**src/rtl/axis_packet_fifo.sv**
```systemverilog
// axis_packet_fifo: single-clock AXI-Stream beat buffer between s01 (upstream)
// and m01 (downstream). It runs in cut-through mode, or in store-and-forward
// mode where beats are held back until a complete packet (through tlast) is
// stored. A full buffer also releases beats, so that a packet longer than the
// buffer cannot deadlock it. The read side is first-word-fall-through.
module axis_packet_fifo #(
    parameter int DATA_WIDTH  = 32,
    parameter int DEPTH       = 16,
    parameter int PACKET_MODE = 0
) (
    input  logic                          axis_aclk,
    input  logic                          axis_areset,

    input  logic [DATA_WIDTH-1:0]         s01_axis_tdata,
    input  logic [DATA_WIDTH/8-1:0]       s01_axis_tstrb,
    input  logic                          s01_axis_tvalid,
    input  logic                          s01_axis_tlast,
    output logic                          s01_axis_tready,

    output logic [DATA_WIDTH-1:0]         m01_axis_tdata,
    output logic [DATA_WIDTH/8-1:0]       m01_axis_tstrb,
    output logic                          m01_axis_tvalid,
    output logic                          m01_axis_tlast,
    input  logic                          m01_axis_tready,

    output logic [$clog2(DEPTH):0]        occupancy,
    output logic [$clog2(DEPTH):0]        pkt_count
);

    localparam int AW = $clog2(DEPTH);
    localparam int CW = AW + 1;
    localparam int SW = DATA_WIDTH / 8;
    localparam logic [CW-1:0] FULL_CNT = CW'(DEPTH);

    // Storage is deliberately left unreset; pointers and counts define validity.
    logic [DATA_WIDTH-1:0] mem_data [DEPTH];
    logic [SW-1:0]         mem_strb [DEPTH];
    logic                  mem_last [DEPTH];

    logic [AW-1:0] wr_ptr;
    logic [AW-1:0] rd_ptr;
    logic [CW-1:0] occ_q;
    logic [CW-1:0] pkt_q;

    logic push;
    logic pop;
    logic push_last;
    logic pop_last;
    logic rel_ok;

    // Ready looks only at registered fill level; a same-cycle pop never frees a slot.
    assign s01_axis_tready = !axis_areset && (occ_q != FULL_CNT);

    // Release: any stored beat in cut-through mode; in packet mode a complete
    // packet must be stored, or the buffer must be full.
    assign rel_ok = (occ_q != '0) &&
                    ((PACKET_MODE == 0) || (pkt_q != '0) || (occ_q == FULL_CNT));

    assign m01_axis_tvalid = !axis_areset && rel_ok;

    assign push      = s01_axis_tvalid && s01_axis_tready;
    assign pop       = m01_axis_tvalid && m01_axis_tready;
    assign push_last = push && s01_axis_tlast;
    assign pop_last  = pop && mem_last[rd_ptr];

    // Head entry is shown only while valid, otherwise the bus is driven to zero.
    assign m01_axis_tdata = m01_axis_tvalid ? mem_data[rd_ptr] : '0;
    assign m01_axis_tstrb = m01_axis_tvalid ? mem_strb[rd_ptr] : '0;
    assign m01_axis_tlast = m01_axis_tvalid ? mem_last[rd_ptr] : 1'b0;

    assign occupancy = occ_q;
    assign pkt_count = pkt_q;

    // Write the incoming beat at the write pointer.
    always_ff @(posedge axis_aclk) begin
        if (push) begin
            mem_data[wr_ptr] <= s01_axis_tdata;
            mem_strb[wr_ptr] <= s01_axis_tstrb;
            mem_last[wr_ptr] <= s01_axis_tlast;
        end
    end

    // Pointers advance on push/pop and wrap naturally at DEPTH.
    always_ff @(posedge axis_aclk) begin
        if (axis_areset) begin
            wr_ptr <= '0;
            rd_ptr <= '0;
        end else begin
            if (push) begin
                wr_ptr <= wr_ptr + AW'(1);
            end
            if (pop) begin
                rd_ptr <= rd_ptr + AW'(1);
            end
        end
    end

    // Stored beat count; simultaneous push and pop cancel.
    always_ff @(posedge axis_aclk) begin
        if (axis_areset) begin
            occ_q <= '0;
        end else begin
            case ({push, pop})
                2'b10:   occ_q <= occ_q + CW'(1);
                2'b01:   occ_q <= occ_q - CW'(1);
                default: occ_q <= occ_q;
            endcase
        end
    end

    // Count of stored tlast beats, i.e. complete packets held in the buffer.
    always_ff @(posedge axis_aclk) begin
        if (axis_areset) begin
            pkt_q <= '0;
        end else begin
            case ({push_last, pop_last})
                2'b10:   pkt_q <= pkt_q + CW'(1);
                2'b01:   pkt_q <= pkt_q - CW'(1);
                default: pkt_q <= pkt_q;
            endcase
        end
    end

endmodule
```
**config.mk**
```make
export PLATFORM = sky130hd
export DESIGN_NAME = axis_packet_fifo
export DESIGN_NICKNAME = d
export VERILOG_FILES = /design/src/rtl/axis_packet_fifo.sv
export SDC_FILE = /design/constraint.sdc
export NUM_CORES = 1
export LEC_CHECK = 0
export BUFFER_PORTS_ARGS = -buffer_cell sky130_fd_sc_hd__buf_2
export CORE_MARGIN = 2
export CORE_UTILIZATION = 35
export CTS_CLUSTER_SIZE = 30
export DETAILED_ROUTE_END_ITERATION = 10
export PLACE_DENSITY = 0.51
export SYNTH_ARGS = -nofsm -noshare
export SYNTH_HDL_FRONTEND = slang
export SYNTH_SLANG_ARGS = --single-unit
```
**constraint.sdc**
```tcl
create_clock -name axis_aclk -period 6.1 [get_ports axis_aclk]
set_input_delay 0.61 -clock axis_aclk [delete_from_list [all_inputs] [get_ports axis_aclk]]
set_output_delay 0.61 -clock axis_aclk [all_outputs]
set_load 0.01 [all_outputs]
```
## Word level (Yosys, flattened, before mapping)

Memory sizes are Yosys's and may differ from the RTL's. A register that Yosys moved wholly into a read port is not among the register bits.
Index checks and enable logic that the tools add are counted.

| storage, ports and cells | value |
|---|---|
| flip-flop bits (word level) | 18 |
| RAM bits | 592 |
| input port bits | 41 |
| output and inout bits | 49 |
| logic and storage cells | 41 |
| memories kept | 3 |

Memories:

| memory | words | bits a word | read ports | clocked after Yosys merged registers in | wr ports | line | text |
|---|---|---|---|---|---|---|---|
| mem_data | 16 | 32 | 1 | 1 | 1 | 36 | `logic [DATA_WIDTH-1:0] mem_data [DEPTH];` |
| mem_strb | 16 | 4 | 1 | 1 | 1 | 37 | `logic [SW-1:0] mem_strb [DEPTH];` |
| mem_last | 16 | 1 | 1 | 1 | 1 | 38 | `logic mem_last [DEPTH];` |

| operators by class | value |
|---|---|
| add/subtract/negate cells | 6 |
| equality and inequality tests | 5 |
| muxes and demuxes | 13 |
| reductions and logical operators | 10 |

Operator list:

| cell | number |
|---|---|
| 2-to-1 mux 32 bit | 1 |
| 2-to-1 mux 4 bit | 7 |
| case mux 5 bit (2 select lines) | 2 |
| adder 5 x 1 -> 5 bit, second input constant | 2 |
| subtractor 5 x 1 -> 5 bit, second input constant | 2 |
| adder 4 x 1 -> 4 bit, second input constant | 2 |
| logical AND 1 bit | 6 |
| != test 5 bit, second input constant | 1 |
| nonzero test 5 bit | 1 |
| equality test 2 x 1 -> 1 bit, second input constant | 2 |
| equality test 2 bit, second input constant | 2 |
| nonzero test 2 bit | 2 |
| 2-to-1 mux 1 bit | 3 |
| logical NOT 1 bit | 1 |

## Longest topological paths before layout

| logic depth | value |
|---|---|
| word-level depth | 6 |
| gate-level depth with buffers | 15 |
| mapped depth without buffers | 11 |

## Worst setup path before layout

OpenSTA, ideal clock, no wires.

| timing | value |
|---|---|
| path type | input port to flip-flop |
| start | input port axis_areset |
| end | memory mem_data[3][0], enable pin |
| setup time | 0.477 ns |
| data arrival time | 3.779 ns |
| path slack | 1.844 ns |
| cell stages on the path | 4 |
| path through | clkbuf_1 > a211oi_2 > nand2_1 > nor3_1 |

| between the ends | value |
|---|---|
| cells in the longest elaborated chain, start to end | 5 |

RTL lines:

| element | line | text |
|---|---|---|
| from (decl) | 12 | `input logic axis_areset,` |
| logical NOT 1 bit | 52 | `assign s01_axis_tready = !axis_areset && (occ_q != FULL_CNT);` |
| logical AND 1 bit | 52 |  |
| logical AND 1 bit | 61 | `assign push = s01_axis_tvalid && s01_axis_tready;` |
| 2-to-1 mux 1 bit | 76 | `if (push) begin` |
| 2-to-1 mux 1 bit (implied by the code) | 77 | `mem_data[wr_ptr] <= s01_axis_tdata;` |
| to (decl) | 36 |  |

Every way passes these cells.

==> flow_summary.json <==
{
  "worst_pin_slew_ns": 1.16,
  "drt-wirelength-per-cell_um": 24.8,
  "end_kind": "primary output",
  "setup_tns_ns": 0,
  "ys_async_sr_fraction": 0,
  "comb_power_share": 0.053,
  "final_common_cell": "edfxtp_1",
  "syn_nets": 1189,
  "cts-resized-gates": 0,
  "worstPathMaxFanout": 60,
  "worst_slack_ns": 1.81,
  "layout-drive-gt1-share": 0.312,
  "cts_buffer_depth": 3,
  "dpl.hpwl_um": 28200,
  "final_cell_mix": "edfxtp_1 (592), mux4_2 (142), buf_2 (89)",
  "p_seq_frac": 0.507,
  "drc": 0,
  "grt_max_degree": 61,
  "final_nets": 1306,
  "required_ns": 5.49,
  "holdBufCountCts": 0,
  "ios": 90,
  "setup_viol": 0,
  "grt_pass1_vias": 12000,
  "relSlewSlack": 0.225,
  "synth.cell_area_um2": 24100,
  "leakage_nw": 8.60,
  "start_kind": "flip-flop",
  "cts_tree": "built",
  "grt-ovfl-total": 0,
  "cts.sinks": 614,
  "drt-pass1-iter-count": 7,
  "peakVddDrop_mv": 0.185,
  "fin_crit_ns": 4.29,
  "fp.dieW_um": 267,
  "ys_ff_latch": 614,
  "drt_iter0_drc": 705,
  "num_rows": 96,
  "syn_inst": 1135,
  "ys_seq_area_frac": 0.755,
  "viasPerCell": 5.18,
  "ys_types": 46,
  "worst-endpoint-arrival_ns": 3.68,
  "via_count": 11300,
  "wirelength_um": 54100,
  "cts.htree.levels": 3,
  "port_buffers": 89,
  "status": "finished, final reports clean",
  "die_y_um": 267,
  "grt_usage": 0.156,
  "synthFlopType": "edfxtp_1",
  "cts_buffers": 69,
  "syn-mean-instance-area_um2": 21.3,
  "ant_nets": 0,
  "yosys_warnings": 0,
  "antenna_found_initial": 2,
  "post-place-ws_ns": 2.26,
  "swShare": 0.215,
  "p_int_mw": 7.27,
  "hold_path.class": "input port to flip-flop",
  "initial_core_util": 0.352,
  "period_share": 0.704,
  "clk_pin_slew_ns": 0.06,
  "stdcell_count": 2181,
  "clkPwrFrac": 0.439,
  "postCtsSetupBuffers": 0,
  "gp_congestion": 0.680,
  "synth-edff-count": 592,
  "die-area_um2": 71000,
  "p_switching_mw": 1.99,
  "total_power_mw": 9.26,
  "place_inst": 2063,
  "insertion_delay_ns": 0.62,
  "root_buffer": "clkbuf_16",
  "slew_violations": 0,
  "fin_skew_ns": 0.0200,
  "maxCapViolations": 0,
  "p_per_area_nw_per_um2": 333,
  "fmax_mhz": 233,
  "finalHoldViolCount": 0,
  "rsz0062_at_grt": "no",
  "grt_pass1_wl_um": 80400,
  "coreArea_um2": 68500,
  "syn_to_final_growth_pct": 15.3,
  "critPathKind": "flip-flop to primary output"
}
-- final cells by class --
type                       instances  area, um2
clock inverter                    39        429
fill                            6061      40600
sequential                       614      18200
multi-input combinational        440       5580
tap                              882       1100
inverter                          13       48.8
timing repair buffer             114        646
clock buffer                      78       1780
antenna                            1       2.50
-- metrics by stage --
stage          instance area, um2  hold WS [ns]  utilization
6_report                    27800         0.374        0.406
5_1_grt                     27800         0.343        0.406
4_1_cts                     27800         0.328        0.406
3_5_place_dp                25600         0.442        0.374
3_3_place_gp                25600         0.438        0.374
2_1_floorplan               24100         0.425            -
-- logic make-up (layout without fill, tap and decap cells) --
group,after synthesis,in the layout,share of synthesized area
AOI/OAI and AO/OA,105,105,0.0354
xor gates and xnor gates,10,10,0.00363
adders and majority gates,13,13,0.00705
buffers and inverters,81,244,0.0181
DFF,614,614,0.755
muxes,194,194,0.155
other,0,1,0
and+or+nand+nor,118,118,0.0260
-- power by group through the flow --
| stage | Clock [mW] | Sequential, mW | Combinational (mW) |
|---|---|---|---|
| after global placement | 0 | 4.79 | 0.504 |
| after global routing | 4.34 | 4.70 | 0.542 |
| after detailed placement | 0 | 4.79 | 0.509 |
| after CTS | 4.17 | 4.70 | 0.510 |
| after floorplan | 0 | 4.77 | 0.329 |
| final | 4.07 | 4.70 | 0.495 |
-- routing by layer --
| metal | track usage | vias up | wire length (um) |
|---|---|---|---|
| li1 | - | 4961 | - |
| met1 | 0.214 | 6029 | 24200 |
| met2 | 0.258 | 224 | 26700 |
| met3 | 0.0275 | 80 | 2140 |
| met4 | 0.0387 | 0 | 1010 |
| met5 | 0 | - | 0 |
-- critical path, stage by stage (launching register included) --
cell and delay, ns:
dfxtp_4 0.91, buf_4 0.88, mux4_2 0.35, and2_1 0.12, a211oi_1 0.05, a211oi_1 0.49
buf_2 0.23
-- state kept, by name, indices dropped and copies added (netlist names), named ones only --
register / count
pkt_count: 5
wr_ptr: 4
occupancy: 5
mem_last: 16
mem_strb: 64
rd_ptr: 4
mem_data: 512
-- path summary, 6_finish.rpt --
| check | endpoint | slack [ns] | depth (start not counted) | from |
|---|---|---|---|---|
| max | m01_axis_tstrb[3] | 1.81 | 6 | flip-flop |
| max reg2reg | pkt_count[4] | 2.35 | 11 | flip-flop |
| min | mem_data[4][3] | 0.37 | 1 | s01_axis_tdata[3] |
| min reg2reg | flip-flop | 0.45 | 1 | rd_ptr[3] |
-- cell usage after synthesis, types with 3 or more instances --
master | n | area (um2)
a21oi_1 | 13 | 65.1
xor2_1 | 7 | 61.3
nand2b_1 | 4 | 25.0
nand2_1 | 12 | 45.0
nor2_1 | 37 | 139
a21o_1 | 4 | 30.0
ha_1 | 12 | 150
a31oi_1 | 3 | 18.8
buf_1 | 3 | 11.3
buf_6 | 10 | 113
o211ai_1 | 5 | 37.5
mux4_2 | 142 | 3200
o21ai_0 | 3 | 15.0
buf_2 | 30 | 150
nand3_1 | 9 | 45.0
buf_4 | 4 | 30.0
nor2b_1 | 6 | 37.5
xnor2_1 | 3 | 26.3
a211oi_1 | 49 | 368
clkbuf_1 | 20 | 75.1
dfxtp_1 | 22 | 440
a211oi_2 | 21 | 263
and2_1 | 36 | 225
nor3_1 | 4 | 20.0
edfxtp_1 | 592 | 17800
mux2i_1 | 45 | 450
mux2_2 | 7 | 78.8
inv_1 | 11 | 41.3
Power figures use the tool's default switching activity.
